$ cat config.mk
export PLATFORM = sky130hd
export DESIGN_NAME = pwm_decoder
export DESIGN_NICKNAME = d
export VERILOG_FILES = /design/src/rtl/pwm_decoder.sv
export SDC_FILE = /design/constraint.sdc
export NUM_CORES = 1
export LEC_CHECK = 0
export BUFFER_PORTS_ARGS = -buffer_cell sky130_fd_sc_hd__buf_2
export CORE_ASPECT_RATIO = 2
export CORE_MARGIN = 2
export CORE_UTILIZATION = 66
export DETAILED_ROUTE_END_ITERATION = 7
export PLACE_DENSITY = 0.86
export SYNTH_ARGS = -nofsm -noshare
export SYNTH_HDL_FRONTEND = slang
export SYNTH_SLANG_ARGS = --single-unit
export TNS_END_PERCENT = 1
$ cat constraint.sdc
create_clock -name clk -period 8.5 [get_ports clk]
set_input_delay 1.275 -clock clk [delete_from_list [all_inputs] [get_ports clk]]
set_output_delay 1.275 -clock clk [all_outputs]
set_load 0.01 [all_outputs]
$ cat src/rtl/pwm_decoder.sv
// -----------------------------------------------------------------------------
// pwm_decoder
//
// Measures a motor PWM waveform in prescaled ticks and reports its period, its
// high time and a coarse duty code. It also flags a waveform that has stopped
// toggling and forwards a synchronised copy of the direction line.
//
// Ports
//   clk          in   system clock, all logic on posedge
//   rst_n        in   asynchronous active-low reset
//   pwm_in       in   asynchronous PWM waveform
//   dir_in       in   asynchronous direction line
//   duty_code    out  2-bit duty: 00 ~0%, 01 ~25%, 10 ~50%, 11 ~75%+
//   high_cnt     out  ticks high in the last complete period
//   period_cnt   out  ticks between the last two rising edges
//   valid        out  one-clk pulse when the three measurements update
//   dir_out      out  synchronised dir_in
//   stuck        out  no usable pwm_in edge for TIMEOUT ticks
//   stuck_level  out  pwm_in level while stuck is asserted
//
// Handshake: valid is a one-cycle strobe with no ready; duty_code, high_cnt and
// period_cnt change only in the cycle valid is high and hold otherwise.
// -----------------------------------------------------------------------------
module pwm_decoder #(
    parameter int unsigned PRESC   = 8,
    parameter int unsigned CNT_W   = 12,
    parameter int unsigned TIMEOUT = 12'hFFF
) (
    input  logic             clk,
    input  logic             rst_n,
    input  logic             pwm_in,
    input  logic             dir_in,
    output logic [1:0]       duty_code,
    output logic [CNT_W-1:0] high_cnt,
    output logic [CNT_W-1:0] period_cnt,
    output logic             valid,
    output logic             dir_out,
    output logic             stuck,
    output logic             stuck_level
);

    localparam int unsigned      MW        = CNT_W + 3;
    localparam logic [CNT_W-1:0] TIMEOUT_C = CNT_W'(TIMEOUT);

    typedef enum logic [1:0] {
        ST_IDLE  = 2'd0,
        ST_HIGH  = 2'd1,
        ST_LOW   = 2'd2,
        ST_STUCK = 2'd3
    } state_e;

    state_e state_q, state_d;

    // synchronisers and edge detect
    logic pwm_s1_q, pwm_s2_q, pwm_s3_q;
    logic dir_s1_q, dir_s2_q;
    logic rise, fall;

    // prescaler
    logic [PRESC-1:0] presc_q, presc_d;
    logic             tick;

    // measurement datapath
    logic [CNT_W-1:0] run_q, run_d;
    logic [CNT_W-1:0] high_reg_q, high_reg_d;
    logic             hvalid_q, hvalid_d;
    logic             pend_q, pend_d;
    logic [CNT_W-1:0] cap_high_q, cap_high_d;
    logic [CNT_W-1:0] cap_period_q, cap_period_d;

    // registered outputs
    logic [1:0]       duty_q, duty_d;
    logic [CNT_W-1:0] high_cnt_q, high_cnt_d;
    logic [CNT_W-1:0] period_cnt_q, period_cnt_d;
    logic             valid_q, valid_d;
    logic             stuck_q, stuck_d;
    logic             stuck_level_q, stuck_level_d;

    // duty arithmetic
    logic [MW-1:0] h8, p1, p3, p5;
    logic [1:0]    duty_calc;

    // ------------------------------------------------------------------
    // Synchronisers: pwm gets a third flop purely for edge detection.
    // ------------------------------------------------------------------
    always_ff @(posedge clk or negedge rst_n) begin
        if (!rst_n) begin
            pwm_s1_q <= 1'b0;
            pwm_s2_q <= 1'b0;
            pwm_s3_q <= 1'b0;
            dir_s1_q <= 1'b0;
            dir_s2_q <= 1'b0;
        end else begin
            pwm_s1_q <= pwm_in;
            pwm_s2_q <= pwm_s1_q;
            pwm_s3_q <= pwm_s2_q;
            dir_s1_q <= dir_in;
            dir_s2_q <= dir_s1_q;
        end
    end

    assign rise = pwm_s2_q & ~pwm_s3_q;
    assign fall = ~pwm_s2_q & pwm_s3_q;

    // ------------------------------------------------------------------
    // Free-running prescaler; the tick is an enable, never a clock, and
    // edges do not restart it.
    // ------------------------------------------------------------------
    always_comb begin
        presc_d = presc_q + 1'b1;
    end

    assign tick = &presc_q;

    // ------------------------------------------------------------------
    // FSM: state register
    // ------------------------------------------------------------------
    always_ff @(posedge clk or negedge rst_n) begin
        if (!rst_n) begin
            state_q <= ST_IDLE;
        end else begin
            state_q <= state_d;
        end
    end

    // ------------------------------------------------------------------
    // FSM: next state. Edges win over the timeout in the same cycle.
    // ------------------------------------------------------------------
    always_comb begin
        state_d = state_q;
        case (state_q)
            ST_IDLE: begin
                if (rise)                     state_d = ST_HIGH;
                else if (run_q == TIMEOUT_C)  state_d = ST_STUCK;
            end
            ST_HIGH: begin
                if (fall)                     state_d = ST_LOW;
                else if (run_q == TIMEOUT_C)  state_d = ST_STUCK;
            end
            ST_LOW: begin
                if (rise)                     state_d = ST_HIGH;
                else if (run_q == TIMEOUT_C)  state_d = ST_STUCK;
            end
            ST_STUCK: begin
                if (rise)                     state_d = ST_HIGH;
                else if (fall)                state_d = ST_LOW;
            end
            default:                          state_d = ST_IDLE;
        endcase
    end

    // ------------------------------------------------------------------
    // FSM: outputs. stuck_level is captured on entry to STUCK and held.
    // ------------------------------------------------------------------
    always_comb begin
        stuck_d       = (state_d == ST_STUCK);
        stuck_level_d = stuck_level_q;
        if (state_d != ST_STUCK) begin
            stuck_level_d = 1'b0;
        end else if (state_q != ST_STUCK) begin
            stuck_level_d = pwm_s2_q;
        end
    end

    // ------------------------------------------------------------------
    // Measurement datapath.
    // The run counter spans rise to rise so it measures the period; the fall
    // only snapshots it as the high time. In IDLE/STUCK any edge restarts it,
    // otherwise a fall out of STUCK would land in LOW already timed out.
    // hvalid_q records that the current LOW phase followed a measured HIGH
    // phase; without it the next rise has no trustworthy high time.
    // ------------------------------------------------------------------
    always_comb begin
        run_d        = run_q;
        high_reg_d   = high_reg_q;
        hvalid_d     = hvalid_q;
        pend_d       = 1'b0;
        cap_high_d   = cap_high_q;
        cap_period_d = cap_period_q;

        if (rise || (fall && (state_q == ST_IDLE || state_q == ST_STUCK))) begin
            run_d = '0;
        end else if (tick && (run_q != TIMEOUT_C)) begin
            run_d = run_q + 1'b1;
        end

        if (state_q == ST_HIGH && fall) begin
            high_reg_d = run_q;
            hvalid_d   = 1'b1;
        end else if (rise || state_q == ST_STUCK) begin
            hvalid_d   = 1'b0;
        end

        if (state_q == ST_LOW && rise && hvalid_q) begin
            pend_d       = 1'b1;
            cap_high_d   = high_reg_q;
            cap_period_d = run_q;
        end
    end

    // Duty thresholds at full width: 8*high against 1x, 3x, 5x period.
    always_comb begin
        h8 = {cap_high_q, 3'b000};
        p1 = MW'(cap_period_q);
        p3 = p1 + (p1 << 1);
        p5 = p1 + (p1 << 2);
        if (h8 < p1)      duty_calc = 2'b00;
        else if (h8 < p3) duty_calc = 2'b01;
        else if (h8 < p5) duty_calc = 2'b10;
        else              duty_calc = 2'b11;
    end

    // Output stage: a zero period is meaningless and is dropped silently.
    always_comb begin
        duty_d       = duty_q;
        high_cnt_d   = high_cnt_q;
        period_cnt_d = period_cnt_q;
        valid_d      = 1'b0;
        if (pend_q && (cap_period_q != '0)) begin
            duty_d       = duty_calc;
            high_cnt_d   = cap_high_q;
            period_cnt_d = cap_period_q;
            valid_d      = 1'b1;
        end
    end

    always_ff @(posedge clk or negedge rst_n) begin
        if (!rst_n) begin
            presc_q       <= '0;
            run_q         <= '0;
            high_reg_q    <= '0;
            hvalid_q      <= 1'b0;
            pend_q        <= 1'b0;
            cap_high_q    <= '0;
            cap_period_q  <= '0;
            duty_q        <= 2'b00;
            high_cnt_q    <= '0;
            period_cnt_q  <= '0;
            valid_q       <= 1'b0;
            stuck_q       <= 1'b0;
            stuck_level_q <= 1'b0;
        end else begin
            presc_q       <= presc_d;
            run_q         <= run_d;
            high_reg_q    <= high_reg_d;
            hvalid_q      <= hvalid_d;
            pend_q        <= pend_d;
            cap_high_q    <= cap_high_d;
            cap_period_q  <= cap_period_d;
            duty_q        <= duty_d;
            high_cnt_q    <= high_cnt_d;
            period_cnt_q  <= period_cnt_d;
            valid_q       <= valid_d;
            stuck_q       <= stuck_d;
            stuck_level_q <= stuck_level_d;
        end
    end

    assign duty_code   = duty_q;
    assign high_cnt    = high_cnt_q;
    assign period_cnt  = period_cnt_q;
    assign valid       = valid_q;
    assign dir_out     = dir_s2_q;
    assign stuck       = stuck_q;
    assign stuck_level = stuck_level_q;

endmodule
# Word level (Yosys, flattened, before mapping)
# Cells that the tools add are included.
# W data, S select, Z words.
# classes
add_sub_neg,4
magnitude_cmp,3
n_eq_ne,8
muxes,17
bitwise_logic,4
n_reduce_logical,16
# ops
operator,count
$mux W12,2
$add A12 B14 Y15,1
$lt A15 B12 Y1,1
$lt A15 B14 Y1,1
$lt A15 B15 Y1,1
$add A12 B13 Y14,1
$mux W2,7
$add A12 B1 Y12 const B,1
$eq A12 B12 Y1 const B,1
$ne A12 B12 Y1 const B,1
$reduce_bool A12 Y1,1
$add A8 B1 Y8 const B,1
$reduce_and A8 Y1,1
$mux W1,7
$eq A2 B2 Y1 const B,3
$logic_and A1 B1 Y1,6
$pmux W2 S3,1
$reduce_bool A2 Y1,3
$ne A2 B2 Y1 const B,2
$logic_or A1 B1 Y1,3
$and A1 B1 Y1,2
$eq A2 B1 Y1 const B,1
$logic_not A2 Y1,1
$not A1 Y1,2
$reduce_or A2 Y1,1
# totals
regBits,94
input_bits,4
out_inout_bits,30
elab_cells,71

# Depth between registers and ports, before layout
# depth
ltp_word,7
ltp_mapped,14
depth_no_buf,14

# Worst setup path after synthesis
# Ideal clock, no wire load.
# synth_timing
kind,register to register
from,register cap_period_q[1]
to,"register duty_q[1], in the netlist duty_code[1]"
setup_time_ns,0.121
arrival_ns,2.995
required_ns,8.379
slack_ns,5.384
stages_incl_launch_ff,13
path_buffers,0
period_less_slack_ns,3.116
path_cell_list,dfrtp_1 > ha_1 > fa_1 > a21o_1 > a21oi_1 > o21a_1 > nor3_1 > o41ai_1 > ha_1 > and3_1 > a2111oi_0 > nand2_1 > a22o_1
# synth_between
elab_chain_len,4
word_cells_on_any_way,7
cone_classes,add/sub (1); order compare (2); mux (2); reduce/logical (2)
# synth_rtl
item,line_no,rtl
start: declaration,69,"logic [CNT_W-1:0] cap_period_q, cap_period_d;"
start signal: assignment,249,cap_period_q <= cap_period_d;
$add A12 B13 Y14,205,p3 = p1 + (p1 << 1);
$lt A15 B14 Y1,208,else if (h8 < p3) duty_calc = 2'b01;
$mux W2,208,
$mux W2,207,if (h8 < p1) duty_calc = 2'b00;
end signal: assignment,250,duty_q <= duty_d;
end: declaration,72,"logic [1:0] duty_q, duty_d;"
# Several ways; a longest one is shown, not always the timed one.
# A chain may end at the register's enable or synchronous reset.

# Worst setup path in the final report
# Ends and elaborated chain as after synthesis.

==> impl_metrics.env <==
export IMPL_power_density_nw_per_um2=153
export IMPL_max_freq_ghz=0.277
export IMPL_grt_pass1_wl_um=23000
export IMPL_die_area_um2=9370
export IMPL_cts_sinks=94
export IMPL_synth_warnings=0
export IMPL_clk_pin_slew_ns=0.07
export IMPL_synth_cell_types=54
export IMPL_r2r_start="cap_period_q[1]$_DFFE_PN0P_"
export IMPL_worst_slew_pin_slew_ns=0.730
export IMPL_p_leak_nw=3.17
export IMPL_ff2ff_setup_slack_ns=4.89
export IMPL_firstDrtPassIters=5
export IMPL_min_from="dir_s1_q$_DFF_PN0_"
export IMPL_cts_post_setup_buffers_inserted=0
export IMPL_synth_avg_cell_area_um2=9.54
export IMPL_io_pins=34
export IMPL_final_period_utilization_pct=42.5
export IMPL_hold_viol_final=0
export IMPL_p_total_mw=0.953
export IMPL_clk_latency_ns=0.35
export IMPL_finClkSkew_ns=0.0128
export IMPL_start_util_pct=68.2
export IMPL_port_buffers=33
export IMPL_synth_edf_count=0
export IMPL_grtUsageMet3_pct=5.00
export IMPL_nets=701
export IMPL_cp_end_kind="flip-flop"
export IMPL_cts_resized=0
export IMPL_async_flop_share_pct=100
export IMPL_r2r_end="duty_code[1]$_DFFE_PN0P_"
export IMPL_rows=47
export IMPL_grt_pass1_vias=4922
export IMPL_htree_levels=3
export IMPL_required_ns=8.74
export IMPL_ys_seq_area_share_pct=41.6
export IMPL_post_dp_hpwl_um=10500
export IMPL_peakVddDrop_uv=185
export IMPL_drive_gt1_share_pct=11.7
export IMPL_cts_hold_buffers=0
export IMPL_cap_violations=0
export IMPL_yosys_register_bits=94
export IMPL_ant_nets=0
export IMPL_relSlewSlack_pct=51.3
export IMPL_overflow=0
export IMPL_wl_per_cell_um=19.2
export IMPL_diodes=0
export IMPL_hp_class="flip-flop to flip-flop"
export IMPL_syn2layout_area_growth_pct=9.89
export IMPL_met1_usage_pct=31.1
export IMPL_core_area_um2=8290
export IMPL_drt_initial_drc_count=344
export IMPL_slew_violations=0
export IMPL_fin_crit_ns=3.61
export IMPL_die_w_um=69.5
export IMPL_met2_usage_pct=58.1
export IMPL_cts_root_buf="clkbuf_16"
export IMPL_antenna_found_initial=0
export IMPL_postLayoutCoreUtil_pct=75.0
export IMPL_clk_path_buf_depth=2
export IMPL_fin_tns_setup_ns=0
export IMPL_whs_endpoint="dir_out$_DFF_PN0_"
export IMPL_busiest_layer="met2"
export IMPL_numCtsBuffers=9
export IMPL_setup_violations=0
export IMPL_routed_wl_um=14000
export IMPL_grt_max_degree=50
export IMPL_vias=4679
export IMPL_gp_congestion=0.973
export IMPL_grt_use_total_pct=31.6
export IMPL_syn_inst=593
export IMPL_cp_max_fo=6
export IMPL_syn_area_um2=5660
export IMPL_ys_flop_type="dfrtp_1"
export IMPL_rsz0062_at_grt="no"
export IMPL_r2r_cells=13
export IMPL_critPathKind="flip-flop to flip-flop"
export IMPL_drc=0
export IMPL_die_y_um=135
export IMPL_start_kind="flip-flop"
export IMPL_syn_nets=668
export IMPL_cts_tree="yes"
export IMPL_vias_per_cell=6.42
export IMPL_hold_depth=0
export IMPL_crit_arrival_ns=3.85
export IMPL_outcome="complete, no violations"
[critical path, stage by stage, from the launching register on]
cell	delay, ns
dfrtp_1	0.49
inv_1	0.17
ha_1	0.34
a211oi_1	0.28
o21ai_0	0.14
a31oi_1	0.38
nor4_1	0.09
a311oi_1	0.27
ha_1	0.32
a21oi_1	0.13
o21ai_0	0.10
a2111oi_0	0.45
nand2_1	0.13
a22o_1	0.22
[cells in the final DEF, fill, tap and decap left out, drive strengths merged, types with 3 or more instances in the layout]
cell	netlist	routed
a2111oi	3	3
xor2	21	21
buf	5	37
and2	3	3
o211ai	3	3
a31oi	5	5
o31ai	4	4
and3	6	6
nand3	21	21
dfrtp	94	94
nand4	13	13
xnor2	12	12
nand2b	8	8
clkinv	2	3
o21ai	38	38
ha	69	69
a21oi	25	25
o21a	3	3
nor2b	4	4
clkbuf	10	10
o21bai	6	6
nand2	110	110
nor2	30	30
nor3	12	12
inv	27	29
a211oi	6	6
mux2	15	15
a21o	8	8
[layout make-up]
cell class,count,area (µm²)
Multi-Input combinational cell,455,3140
Sequential cell,94,2350
Fill cell,578,2080
Clock buffer,10,229
Timing Repair Buffer,37,198
Tap cell,98,123
Inverter,29,109
Clock inverter,6,67.6
[cell usage after synthesis, types with 3 or more instances]
| cell type | count | share of area, % |
|---|---|---|
| nor2b_1 | 4 | 0.44 |
| a211oi_1 | 6 | 0.80 |
| o211ai_1 | 3 | 0.40 |
| o21a_1 | 3 | 0.40 |
| inv_1 | 26 | 1.7 |
| nor2_1 | 30 | 2.0 |
| a21o_1 | 8 | 1.1 |
| o31ai_1 | 4 | 0.53 |
| xor2_1 | 21 | 3.3 |
| nand3_1 | 21 | 1.9 |
| clkbuf_1 | 10 | 0.66 |
| nand4_1 | 12 | 1.3 |
| ha_1 | 69 | 15 |
| buf_2 | 4 | 0.35 |
| and2_1 | 3 | 0.33 |
| o21ai_0 | 38 | 3.4 |
| a31oi_1 | 5 | 0.55 |
| a21oi_1 | 25 | 2.2 |
| dfrtp_1 | 94 | 42 |
| o21bai_1 | 6 | 0.80 |
| and3_1 | 6 | 0.66 |
| mux2_2 | 15 | 3.0 |
| nand2_1 | 110 | 7.3 |
| xnor2_1 | 12 | 1.9 |
| nand2b_1 | 8 | 0.88 |
| nor3_1 | 12 | 1.1 |
[cell families after synthesis]
family | count (synthesis) | synth area share (%)
compound gates | 114 | 12.9
xor+xnor | 33 | 5.11
mux | 17 | 3.34
flops | 94 | 41.6
simple gates | 220 | 18.1
buf+inv | 44 | 3.01
fa+ha+maj | 71 | 16.0
[registers in the layout, indices dropped and copies added, names as in the netlist]
name and flops:
hvalid_q 1, pwm_s3_q 1, high_cnt 12, state_q 2
valid 1, dir_out 1, cap_period_q 12, pwm_s2_q 1
pend_q 1, period_cnt 12, dir_s1_q 1, stuck_level 1
duty_code 2, stuck 1, cap_high_q 12, run_q 12
high_reg_q 12, pwm_s1_q 1, presc_q 8
[where the power goes]
| part | switching (mW) | total [mW] | internal [mW] |
|---|---|---|---|
| combinational | 0.0582 | 0.0858 | 0.0276 |
| sequential | 0.0101 | 0.468 | 0.458 |
| clock | 0.170 | 0.400 | 0.229 |
| total | 0.239 | 0.953 | 0.715 |
[per-layer routing]
layer,vias up,routed length [µm]
li1,2160,-
met1,2276,4880
met2,174,7680
met3,69,523
met4,0,880
met5,-,0
[worst max-delay path by stage]
stage                     depth (start not counted)                  endpoint                   startpoint
after floorplan                                  12  duty_code[1]$_DFFE_PN0P_  cap_period_q[1]$_DFFE_PN0P_
after global placement                           13  duty_code[1]$_DFFE_PN0P_  cap_period_q[1]$_DFFE_PN0P_
after detailed placement                         13  duty_code[1]$_DFFE_PN0P_  cap_period_q[1]$_DFFE_PN0P_
after CTS                                        13  duty_code[1]$_DFFE_PN0P_  cap_period_q[1]$_DFFE_PN0P_
after global routing                             13  duty_code[1]$_DFFE_PN0P_  cap_period_q[1]$_DFFE_PN0P_
final                                            13  duty_code[1]$_DFFE_PN0P_  cap_period_q[1]$_DFFE_PN0P_
[stage by stage]
stage / cells / cell area, µm² / setup WS, ns / hold WS, ns
2_1_floorplan: 593 / 5660 / 5.38 / 0.331
3_3_place_gp: 713 / 5920 / 5.12 / 0.335
3_5_place_dp: 713 / 5920 / 4.97 / 0.340
4_1_cts: 729 / 6210 / 4.95 / 0.355
5_1_grt: 729 / 6210 / 4.60 / 0.360
6_report: 729 / 6210 / 4.89 / 0.352
No activity file was read; power rests on OpenSTA's default activity.
